File: config.mk
export PLATFORM = sky130hd
export DESIGN_NAME = video_timing_gen_flat
export DESIGN_NICKNAME = d
export VERILOG_FILES = /design/src/rtl/video_timing_gen_pkg.sv /design/src/rtl/video_timing_gen_if.sv /design/src/rtl/video_timing_gen_raster_counter.sv /design/src/rtl/video_timing_gen.sv /design/src/flat_wrapper.sv
export SDC_FILE = /design/constraint.sdc
export NUM_CORES = 1
export LEC_CHECK = 0
export ABC_CLOCK_PERIOD_IN_PS = 9200
export BUFFER_PORTS_ARGS = -buffer_cell sky130_fd_sc_hd__clkbuf_2
export CAP_MARGIN = 20
export CORE_MARGIN = 3
export CORE_UTILIZATION = 43
export DETAILED_ROUTE_END_ITERATION = 8
export GPL_TIMING_DRIVEN = 0
export PLACE_DENSITY = 0.71
export SYNTH_ARGS = -nofsm -noshare
export SYNTH_HDL_FRONTEND = slang
export SYNTH_SLANG_ARGS = --single-unit
File: constraint.sdc
create_clock -name clk -period 9.2 [get_ports clk]
set_input_delay 0.92 -clock clk [delete_from_list [all_inputs] [get_ports clk]]
set_output_delay 0.92 -clock clk [all_outputs]
set_load 0.005 [all_outputs]
File: src/rtl/video_timing_gen_pkg.sv
// Shared timing presets (720p, 480p), derived totals and small helpers for video_timing_gen.
package video_timing_gen_pkg;

  localparam int DEFAULT_COUNT_BITS = 12;

  typedef struct packed {
    int h_active;
    int h_fp;
    int h_sync;
    int h_bp;
    int v_active;
    int v_fp;
    int v_sync;
    int v_bp;
    bit hs_pol;
    bit vs_pol;
  } timing_t;

  localparam timing_t TIMING_720P = '{h_active: 1280, h_fp: 110, h_sync: 40, h_bp: 220,
                                      v_active: 720, v_fp: 5, v_sync: 5, v_bp: 20,
                                      hs_pol: 1'b1, vs_pol: 1'b1};

  localparam timing_t TIMING_480P = '{h_active: 640, h_fp: 16, h_sync: 96, h_bp: 48,
                                      v_active: 480, v_fp: 10, v_sync: 2, v_bp: 33,
                                      hs_pol: 1'b0, vs_pol: 1'b0};

  function automatic int h_total_of(timing_t t);
    return t.h_active + t.h_fp + t.h_sync + t.h_bp;
  endfunction

  function automatic int v_total_of(timing_t t);
    return t.v_active + t.v_fp + t.v_sync + t.v_bp;
  endfunction

  localparam int T720_H_TOTAL = h_total_of(TIMING_720P);
  localparam int T720_V_TOTAL = v_total_of(TIMING_720P);
  localparam int T480_H_TOTAL = h_total_of(TIMING_480P);
  localparam int T480_V_TOTAL = v_total_of(TIMING_480P);

  typedef enum logic [1:0] {
    SEG_ACTIVE,
    SEG_FP,
    SEG_SYNC,
    SEG_BP
  } segment_t;

  // Lines and frames are laid out active, front porch, sync, back porch.
  function automatic segment_t segment_of(int pos, int active, int fp, int sync);
    if (pos < active)                  return SEG_ACTIVE;
    else if (pos < active + fp)        return SEG_FP;
    else if (pos < active + fp + sync) return SEG_SYNC;
    else                               return SEG_BP;
  endfunction

  // First column of colour bar k; floor(x*8/h_active) >= k exactly when x >= this value.
  function automatic int bar_threshold(int k, int h_active);
    return (k * h_active + 7) / 8;
  endfunction

endpackage

File: src/rtl/video_timing_gen_if.sv
// Signal bundle between video_timing_gen (master) and its pixel/colour consumer (slave).
interface video_timing_gen_if
  import video_timing_gen_pkg::*;
#(
  parameter int COUNT_BITS = DEFAULT_COUNT_BITS
);
  logic                  en;
  logic                  hs;
  logic                  vs;
  logic                  de;
  logic [COUNT_BITS-1:0] x;
  logic [COUNT_BITS-1:0] y;
  logic                  frame_start;
  logic                  fetch_valid;
  logic [COUNT_BITS-1:0] fetch_x;
  logic [COUNT_BITS-1:0] fetch_y;
  logic                  r;
  logic                  g;
  logic                  b;

  modport master (
    input  en,
    output hs, vs, de, x, y, frame_start, fetch_valid, fetch_x, fetch_y, r, g, b
  );

  modport slave (
    output en,
    input  hs, vs, de, x, y, frame_start, fetch_valid, fetch_x, fetch_y, r, g, b
  );

endinterface

File: src/rtl/video_timing_gen_raster_counter.sv
// Horizontal/vertical raster counter pair; advances only when en is high.
module video_timing_gen_raster_counter
  import video_timing_gen_pkg::*;
#(
  parameter int COUNT_BITS = DEFAULT_COUNT_BITS,
  parameter int H_TOTAL    = T720_H_TOTAL,
  parameter int V_TOTAL    = T720_V_TOTAL,
  parameter int H_INIT     = 0
) (
  input  logic                  clk,
  input  logic                  reset,
  input  logic                  en,
  output logic [COUNT_BITS-1:0] hc,
  output logic [COUNT_BITS-1:0] vc
);

  localparam logic [COUNT_BITS-1:0] H_LAST  = COUNT_BITS'(H_TOTAL - 1);
  localparam logic [COUNT_BITS-1:0] V_LAST  = COUNT_BITS'(V_TOTAL - 1);
  localparam logic [COUNT_BITS-1:0] H_START = COUNT_BITS'(H_INIT);

  logic [COUNT_BITS-1:0] hc_d, hc_q;
  logic [COUNT_BITS-1:0] vc_d, vc_q;

  always_comb begin
    hc_d = hc_q;
    vc_d = vc_q;
    if (en) begin
      if (hc_q == H_LAST) begin
        hc_d = '0;
        vc_d = (vc_q == V_LAST) ? '0 : vc_q + 1'b1;
      end else begin
        hc_d = hc_q + 1'b1;
      end
    end
  end

  always_ff @(posedge clk or posedge reset) begin
    if (reset) begin
      hc_q <= H_START;
      vc_q <= '0;
    end else begin
      hc_q <= hc_d;
      vc_q <= vc_d;
    end
  end

  assign hc = hc_q;
  assign vc = vc_q;

endmodule

File: src/rtl/video_timing_gen.sv
// Raster timing generator: display raster plus a fetch raster running FETCH_LEAD cycles ahead.
// Define VIDEO_TIMING_COLOR_BAR_EN to drive 8 vertical test-pattern bars on r/g/b.
module video_timing_gen
  import video_timing_gen_pkg::*;
#(
  parameter int H_ACTIVE   = TIMING_720P.h_active,
  parameter int H_FP       = TIMING_720P.h_fp,
  parameter int H_SYNC     = TIMING_720P.h_sync,
  parameter int H_BP       = TIMING_720P.h_bp,
  parameter int V_ACTIVE   = TIMING_720P.v_active,
  parameter int V_FP       = TIMING_720P.v_fp,
  parameter int V_SYNC     = TIMING_720P.v_sync,
  parameter int V_BP       = TIMING_720P.v_bp,
  parameter bit HS_POL     = TIMING_720P.hs_pol,
  parameter bit VS_POL     = TIMING_720P.vs_pol,
  parameter int FETCH_LEAD = 2,
  parameter int COUNT_BITS = DEFAULT_COUNT_BITS
) (
  input logic                clk,
  input logic                reset,
  video_timing_gen_if.master vif
);

  localparam int H_TOTAL = H_ACTIVE + H_FP + H_SYNC + H_BP;
  localparam int V_TOTAL = V_ACTIVE + V_FP + V_SYNC + V_BP;

  logic [COUNT_BITS-1:0] hc, vc, fhc, fvc;
  segment_t              h_seg, v_seg, fh_seg, fv_seg;
  logic                  disp_active, fetch_active;

  logic                  hs_d, hs_q;
  logic                  vs_d, vs_q;
  logic                  de_d, de_q;
  logic                  frame_start_d, frame_start_q;
  logic                  fetch_valid_d, fetch_valid_q;
  logic [COUNT_BITS-1:0] x_d, x_q;
  logic [COUNT_BITS-1:0] y_d, y_q;
  logic [COUNT_BITS-1:0] fetch_x_d, fetch_x_q;
  logic [COUNT_BITS-1:0] fetch_y_d, fetch_y_q;

  video_timing_gen_raster_counter #(
    .COUNT_BITS (COUNT_BITS),
    .H_TOTAL    (H_TOTAL),
    .V_TOTAL    (V_TOTAL),
    .H_INIT     (0)
  ) u_display (
    .clk   (clk),
    .reset (reset),
    .en    (vif.en),
    .hc    (hc),
    .vc    (vc)
  );

  // Same raster started FETCH_LEAD columns in, so it stays that many en-cycles ahead forever.
  video_timing_gen_raster_counter #(
    .COUNT_BITS (COUNT_BITS),
    .H_TOTAL    (H_TOTAL),
    .V_TOTAL    (V_TOTAL),
    .H_INIT     (FETCH_LEAD)
  ) u_fetch (
    .clk   (clk),
    .reset (reset),
    .en    (vif.en),
    .hc    (fhc),
    .vc    (fvc)
  );

  assign h_seg  = segment_of(int'(hc),  H_ACTIVE, H_FP, H_SYNC);
  assign v_seg  = segment_of(int'(vc),  V_ACTIVE, V_FP, V_SYNC);
  assign fh_seg = segment_of(int'(fhc), H_ACTIVE, H_FP, H_SYNC);
  assign fv_seg = segment_of(int'(fvc), V_ACTIVE, V_FP, V_SYNC);

  assign disp_active  = (h_seg  == SEG_ACTIVE) && (v_seg  == SEG_ACTIVE);
  assign fetch_active = (fh_seg == SEG_ACTIVE) && (fv_seg == SEG_ACTIVE);

  always_comb begin
    hs_d          = hs_q;
    vs_d          = vs_q;
    de_d          = de_q;
    x_d           = x_q;
    y_d           = y_q;
    fetch_valid_d = fetch_valid_q;
    fetch_x_d     = fetch_x_q;
    fetch_y_d     = fetch_y_q;
    frame_start_d = 1'b0;
    if (vif.en) begin
      hs_d          = (h_seg == SEG_SYNC) ? HS_POL : ~HS_POL;
      vs_d          = (v_seg == SEG_SYNC) ? VS_POL : ~VS_POL;
      de_d          = disp_active;
      x_d           = disp_active ? hc : '0;
      y_d           = disp_active ? vc : '0;
      frame_start_d = (hc == '0) && (vc == '0);
      fetch_valid_d = fetch_active;
      fetch_x_d     = fetch_active ? fhc : '0;
      fetch_y_d     = fetch_active ? fvc : '0;
    end
  end

  always_ff @(posedge clk or posedge reset) begin
    if (reset) begin
      hs_q          <= ~HS_POL;
      vs_q          <= ~VS_POL;
      de_q          <= 1'b0;
      x_q           <= '0;
      y_q           <= '0;
      frame_start_q <= 1'b0;
      fetch_valid_q <= 1'b0;
      fetch_x_q     <= '0;
      fetch_y_q     <= '0;
    end else begin
      hs_q          <= hs_d;
      vs_q          <= vs_d;
      de_q          <= de_d;
      x_q           <= x_d;
      y_q           <= y_d;
      frame_start_q <= frame_start_d;
      fetch_valid_q <= fetch_valid_d;
      fetch_x_q     <= fetch_x_d;
      fetch_y_q     <= fetch_y_d;
    end
  end

`ifdef VIDEO_TIMING_COLOR_BAR_EN
  logic [2:0] bar_idx;
  logic [2:0] rgb_d, rgb_q;

  // Count how many constant bar boundaries hc has passed; avoids a divider.
  always_comb begin
    bar_idx = 3'd0;
    for (int k = 1; k < 8; k++) begin
      if (int'(hc) >= bar_threshold(k, H_ACTIVE)) bar_idx = 3'(k);
    end
  end

  always_comb begin
    rgb_d = rgb_q;
    if (vif.en) rgb_d = disp_active ? bar_idx : 3'd0;
  end

  always_ff @(posedge clk or posedge reset) begin
    if (reset) rgb_q <= 3'd0;
    else       rgb_q <= rgb_d;
  end

  assign vif.r = rgb_q[2];
  assign vif.g = rgb_q[1];
  assign vif.b = rgb_q[0];
`else
  assign vif.r = 1'b0;
  assign vif.g = 1'b0;
  assign vif.b = 1'b0;
`endif

  assign vif.hs          = hs_q;
  assign vif.vs          = vs_q;
  assign vif.de          = de_q;
  assign vif.x           = x_q;
  assign vif.y           = y_q;
  assign vif.frame_start = frame_start_q;
  assign vif.fetch_valid = fetch_valid_q;
  assign vif.fetch_x     = fetch_x_q;
  assign vif.fetch_y     = fetch_y_q;

endmodule

File: src/flat_wrapper.sv
// flat-port wrapper written by rule: the top's interface ports become plain ports
module video_timing_gen_flat import video_timing_gen_pkg::*;
#(
  parameter int H_ACTIVE   = TIMING_720P.h_active,
  parameter int H_FP       = TIMING_720P.h_fp,
  parameter int H_SYNC     = TIMING_720P.h_sync,
  parameter int H_BP       = TIMING_720P.h_bp,
  parameter int V_ACTIVE   = TIMING_720P.v_active,
  parameter int V_FP       = TIMING_720P.v_fp,
  parameter int V_SYNC     = TIMING_720P.v_sync,
  parameter int V_BP       = TIMING_720P.v_bp,
  parameter bit HS_POL     = TIMING_720P.hs_pol,
  parameter bit VS_POL     = TIMING_720P.vs_pol,
  parameter int FETCH_LEAD = 2,
  parameter int COUNT_BITS = DEFAULT_COUNT_BITS
)
  (clk, reset, vif_en, vif_hs, vif_vs, vif_de, vif_x, vif_y, vif_frame_start, vif_fetch_valid, vif_fetch_x, vif_fetch_y, vif_r, vif_g, vif_b);
  video_timing_gen_if #(.COUNT_BITS(COUNT_BITS)) vif_i ();
  input logic clk;
  input logic reset;
  input wire logic [$bits(vif_i.en)-1:0] vif_en;
  output wire logic [$bits(vif_i.hs)-1:0] vif_hs;
  output wire logic [$bits(vif_i.vs)-1:0] vif_vs;
  output wire logic [$bits(vif_i.de)-1:0] vif_de;
  output wire logic [$bits(vif_i.x)-1:0] vif_x;
  output wire logic [$bits(vif_i.y)-1:0] vif_y;
  output wire logic [$bits(vif_i.frame_start)-1:0] vif_frame_start;
  output wire logic [$bits(vif_i.fetch_valid)-1:0] vif_fetch_valid;
  output wire logic [$bits(vif_i.fetch_x)-1:0] vif_fetch_x;
  output wire logic [$bits(vif_i.fetch_y)-1:0] vif_fetch_y;
  output wire logic [$bits(vif_i.r)-1:0] vif_r;
  output wire logic [$bits(vif_i.g)-1:0] vif_g;
  output wire logic [$bits(vif_i.b)-1:0] vif_b;
  assign vif_i.en = vif_en;
  assign vif_hs = vif_i.hs;
  assign vif_vs = vif_i.vs;
  assign vif_de = vif_i.de;
  assign vif_x = vif_i.x;
  assign vif_y = vif_i.y;
  assign vif_frame_start = vif_i.frame_start;
  assign vif_fetch_valid = vif_i.fetch_valid;
  assign vif_fetch_x = vif_i.fetch_x;
  assign vif_fetch_y = vif_i.fetch_y;
  assign vif_r = vif_i.r;
  assign vif_g = vif_i.g;
  assign vif_b = vif_i.b;
  video_timing_gen #(.H_ACTIVE(H_ACTIVE), .H_FP(H_FP), .H_SYNC(H_SYNC), .H_BP(H_BP), .V_ACTIVE(V_ACTIVE), .V_FP(V_FP), .V_SYNC(V_SYNC), .V_BP(V_BP), .HS_POL(HS_POL), .VS_POL(VS_POL), .FETCH_LEAD(FETCH_LEAD), .COUNT_BITS(COUNT_BITS)) u_core (.clk(clk), .reset(reset), .vif(vif_i));
endmodule
; ---- Yosys cells after proc, flatten, opt, wreduce, memory -nomap -nowiden
; Cells that the tools add are included.
[word_totals]
ramBits = 0
memories = 0
word_cells = 69
ff_bits = 101
rom_bits = 0
latchBits = 0
[op_classes]
n_div = 0
mux = 23
n_lt_le_gt_ge = 12
addsub = 4
eq_ne = 6
shifts = 0
mul = 0
n_reduce_logical = 11
bitwise_logic = 0
[ops]
columns = cell, n
row1 = 12-bit two-way mux, 8
row2 = 12-bit by 10-bit less-than comparator with 1-bit output (second input constant), 6
row3 = 12-bit by 11-bit less-than comparator with 1-bit output (second input constant), 6
row4 = 12-bit by 1-bit adder with 12-bit output (second input constant), 4
row5 = 12-bit by 10-bit equality test with 1-bit output (second input constant), 2
row6 = 12-bit by 11-bit equality test with 1-bit output (second input constant), 2
row7 = 12-bit zero test, 2
row8 = 2-bit two-way mux, 8
row9 = 2-bit zero test, 4
row10 = 1-bit two-way mux, 7
row11 = 2-bit equality test (second input constant), 2
row12 = 2-bit AND reduction, 2
row13 = 1-bit logical AND, 3

; ---- Logic depth before layout (Yosys ltp)
[logic_depth]
ltp_word = 7
mapped_depth = 7
depth_no_buf = 6

; ---- Hierarchy
; Synthesis repeated with hierarchy kept, for this count alone.
[unflattened]
cells_unflattened = 411
area_unflattened_um2 = 4615.7
[by_module_without_submodules]
columns = module, cells_per_inst, area_each_um2, instances
row1 = video_timing_gen, 158, 2103.3, 1
row2 = video_timing_gen_raster_counter at u_core.u_fetch, 131, 1281.2, 1
row3 = video_timing_gen_raster_counter at u_core.u_display, 122, 1231.2, 1

; ---- Least setup slack after synthesis
; Ideal clock, no wire load.
[synth_timing]
path_type = input to register
startpoint = input port vif_en
endpoint = register u_core.u_display.vc_q[5] (netlist: u_core.u_display.vc[5])
setup_ns = 0.083
n_path_buf = 1
stages = 5
path_slack_ns = 7.026
t_arrival_ns = 2.092
cell_sequence = nand2b_1 > or4_1 > buf_2 > or3_1 > o21ai_0
[synth_between]
elab_chain_len = 1
[synth_lines]
columns = item, line
row1 = start: declaration, flat_wrapper.sv:21  ; input wire logic [$bits(vif_i.en)-1:0] vif_en;
row2 = 2-bit AND reduction (no source line), --
row3 = end signal: assignment, video_timing_gen_raster_counter.sv:43  ; vc_q <= vc_d;
row4 = end: declaration, video_timing_gen_raster_counter.sv:22  ; logic [COUNT_BITS-1:0] vc_d, vc_q;
; Every way passes these cells.
; A chain may end at the register's enable or synchronous reset.

==> results.py <==
metrics = {
    "status": {
        "status": "finished clean",
    },
    "cells_and_area": {
        "insertedDiodeCount": 0,
        "finish.net_count": 516,
        "drive_gt1_share_pct": 18.8,
        "area_growth_pct": 14.3,
        "nFillCells": 997,
    },
    "sta": {
        "finalCriticalPeriod_ps": 2460,
        "fmax_mhz": 407,
        "report.final.setup_viol": 0,
        "min_period_over_period_pct": 26.7,
        "final.setup_skew_ps": 8.40,
        "rsz_0062_raised_after_global_routing": "false",
        "hold_viol_final": 0,
        "setup_tns_ps": 0,
        "finalMaxSlewViolations": 0,
        "setup_slack_ps": 6740,
        "max_slew_margin_pct": 35.4,
        "max_slew.worst_pin.slew_ps": 960,
    },
    "grt": {
        "global_route.usage.total_pct": 18.2,
        "grt_first_pass_wirelength_mm": 17.4,
        "globalRoute.totalOverflow": 0,
        "first_global_vias": 3454,
        "antenna_found_initial": 0,
        "grt_max_degree": 68,
    },
    "drt": {
        "avgViaCountPerCell": 5.64,
        "dr.pass1.iters": 4,
        "drt-initial-drc-count": 211,
        "wire_length_per_cell_after_detailed_routing_um": 16.1,
        "postRouteAntennaNets": 0,
        "detailroute.via_count": 3613,
        "route.detailed.drc": 0,
        "wl_mm": 10.4,
    },
    "clocking": {
        "cts-resized-gates": 0,
        "cts.hold.buffers_added": 0,
        "cts-root-to-sink-buffers": 2,
        "cts_tree": "yes",
        "htree_levels": 3,
        "clock_slew_at_reported_path_ffs_ps": 90,
        "clock_sink_count": 101,
        "postCtsSetupRepairBufs": 0,
        "clock_latency_reported_for_the_late_side_of_the_worst_skew_pair_ps": 360,
        "cts_made_buffers": 9,
        "clock-root-buffer": "clkbuf_8",
    },
    "critical_path": {
        "timing.critical_path.from": "vif_en",
        "cpLargestDelayFamily": "compound AO/OA/AOI/OAI gates",
        "slowest_stage": "a2111oi_0",
        "critical_path.n_buffers_inverters": 2,
        "reg2reg_depth": 5,
        "regToRegStartpoint": "u_core.u_fetch.hc[3]",
        "regToRegEndpoint": "u_core.u_fetch.vc[4]",
        "endpoint_kind": "register",
        "worst-endpoint-required_ps": 9500,
        "minimum_setup_slack_among_reg_to_reg_paths_ps": 6760,
        "worst_path_largest_cell_delay_ps": 560,
        "worst_setup_path_start_kind": "input pin",
        "critical_path_peak_fanout": 10,
        "setup.worst_path.class": "in -> reg",
        "worst_ep_arrival_time_ps": 2750,
        "crit_chain": "clkbuf_2 -> nand2b_1 -> a2111oi_0 -> o21a_1 -> clkbuf_1 -> a22o_1",
    },
    "synth": {
        "post_synth_num_cell_types": 54,
        "async_reset_ff_share_pct": 100,
        "synth_top_cells_by_area": "dfrtp_1 (53%), a22o_1 (7.5%), ha_1 (3.2%), nand3_1 (2.7%), xnor2_1 (2.2%)",
        "synth_edf_count": 0,
        "synth_top_area_share_pct": 53.4,
        "syn_area_um2": 4680,
        "yosys_register_bits": 101,
        "synthCells": 432,
        "synth.yosys.seq_area_share_pct": 54.0,
        "synth_ff_type": "dfrtp_1",
        "postSynthAreaPerCell_um2": 10.8,
        "synth.yosys.warnings": 0,
        "synthDominantAreaCellType": "dfrtp_1",
    },
    "floorplanning": {
        "core-area_um2": 10500,
        "starting_density_pct": 44.8,
        "die-area_um2": 12200,
        "die_width_um": 110,
        "fp.dieH_um": 110,
        "standard_cell_row_count": 37,
        "top_level_ports": 59,
    },
    "worst_hold_path": {
        "holdCritStartpoint": "u_core.u_display.hc[11]",
        "min_path_type": "reg -> reg",
        "min_to": "u_core.u_display.hc[11]",
        "min_delay_path_depth": 1,
    },
    "power_and_ir_drop": {
        "peakVddDrop_v": 0.0000985,
        "power.density_cell_area_nw_per_um2": 180,
        "static-leakage-power_uw": 0.00253,
    },
    "placed_design": {
        "dpl_worst_slack_ps": 6450,
        "portBuffers": 55,
        "post-dp-hpwl_mm": 7.37,
        "gpl.final_weighted_congestion": 0.859,
    },
    "flow_run": {
        "cap_violations": 0,
    },
}
-- power breakdown --
group	total (uW)	switching [uW]	internal, uW
logic	158	91.0	66.7
registers	532	49.1	483
clock network	272	148	124
-- synth_stat cells, types with 2 or more instances --
| library cell | number |
|---|---|
| dfrtp_1 | 100 |
| a22o_1 | 40 |
| nand3_1 | 25 |
| inv_1 | 22 |
| nor2_1 | 22 |
| nand2_1 | 21 |
| clkbuf_1 | 20 |
| a21oi_1 | 14 |
| nand4_1 | 14 |
| o21ai_0 | 13 |
| ha_1 | 12 |
| xnor2_1 | 12 |
| xor2_1 | 12 |
| nor3_1 | 10 |
| and3_1 | 8 |
| nor2b_1 | 7 |
| a31oi_1 | 6 |
| mux2i_1 | 5 |
| nor4_1 | 5 |
| and4_1 | 4 |
| buf_4 | 4 |
| o22ai_1 | 4 |
| or2_2 | 4 |
| or4_1 | 4 |
| a21o_1 | 3 |
| buf_6 | 3 |
| or3_1 | 3 |
| and4b_1 | 2 |
| buf_1 | 2 |
| nand2b_1 | 2 |
| nand3b_1 | 2 |
| nor4_2 | 2 |
| o21a_1 | 2 |
| o2bb2ai_1 | 2 |
| or4_4 | 2 |
-- cells in the final DEF (no fill, tap or decap), types with 3 or more instances in the layout --
cell type	netlist	final
a21oi_1	14	14
nand4_1	14	14
or4_1	4	4
dfrtp_1	100	100
conb_1	1	3
nand2_1	21	21
mux2i_1	5	5
nor2_1	22	22
buf_6	3	3
o22ai_1	4	4
xnor2_1	12	12
a22o_1	40	40
clkbuf_8	0	9
or3_1	3	3
a21o_1	3	3
nand3_1	25	25
clkbuf_1	20	20
xor2_1	12	12
and4_1	4	4
a31oi_1	6	6
buf_4	4	4
nor4_1	5	5
clkbuf_2	0	55
ha_1	12	12
o21ai_0	13	13
and3_1	8	8
nor2b_1	7	7
nor3_1	10	10
or2_2	4	4
inv_1	22	21
-- worst reg2reg max path, stage by stage (launching register included) --
cell	delay, ps
dfrtp_1	380
buf_6	130
or4b_4	550
nor4_2	830
nand2_1	220
o31ai_1	250
-- sequential cells by signal, summed over array words and instances (netlist names), 12 cells and up --
| name | flops |
|---|---|
| u_core.u_display.vc | 12 |
| u_core.u_display.hc | 12 |
| u_core.vif.fetch_y | 12 |
| u_core.vif.x | 12 |
| u_core.vif.fetch_x | 12 |
| u_core.vif.y | 12 |
| u_core.u_fetch.hc | 12 |
| u_core.u_fetch.vc | 12 |
-- cell type report --
cell class | instances | area (um^2) | area share, %
clock inverters | 6 | 63.8 | 1.19
repair buffers | 56 | 303 | 5.66
clock buffers | 9 | 124 | 2.31
flip-flops and latches | 101 | 2530 | 47.2
multi-input cells | 280 | 1920 | 35.9
plain buffers | 30 | 151 | 2.83
well taps | 136 | 170 | 3.18
inverters | 23 | 88.8 | 1.66
-- cell families (layout without fill, tap and decap cells) --
| group | count (synthesis) | after routing | synth area share [%] |
|---|---|---|---|
| mux | 6 | 6 | 1.31 |
| xor+xnor | 24 | 24 | 4.49 |
| flops | 101 | 101 | 54.0 |
| buf+inv | 53 | 124 | 5.08 |
| fa+ha+maj | 12 | 12 | 3.21 |
| compound gates | 92 | 92 | 14.3 |
| other cells | 1 | 3 | 0.0801 |
| simple gates | 143 | 143 | 17.5 |
-- worst max path at each step --
stage	end	cells past startpoint	slack (ps)
floorplan	u_core.u_display.hc[0]	1	5630
global placement	u_core.vif.y[10]	2	4550
detailed placement	u_core.vif.y[7]	6	6450
CTS	u_core.u_display.vc[4]	4	6770
global route	u_core.u_fetch.vc[4]	5	6560
finish	u_core.vif.x[9]	6	6740
-- per-stage QoR --
| stage | area (um^2) | total power, uW | hold WS, ps | util, % | std cells |
|---|---|---|---|---|---|
| finish | 5350 | 962 | 468 | 51.2 | 641 |
| global route | 5350 | 1020 | 496 | 51.2 | 641 |
| CTS | 5350 | 974 | 473 | 51.2 | 641 |
| detailed placement | 5170 | 697 | 456 | 49.4 | 626 |
| global placement | 5140 | 688 | 450 | 49.1 | 625 |
| floorplan | 4690 | 644 | 433 | - | 434 |
-- per-layer routing --
layer | GRT usage, % | vias to the layer above | wire [um] | share of wire (%)
met5 | 0 | - | 0 | 0
met4 | 3.52 | 0 | 99 | 0.96
met3 | 4.83 | 10 | 710 | 6.9
met2 | 27.3 | 120 | 4660 | 45
met1 | 26.7 | 1782 | 4880 | 47
li1 | - | 1701 | - | -
Note: power is estimated with default switching activity, not from simulation.
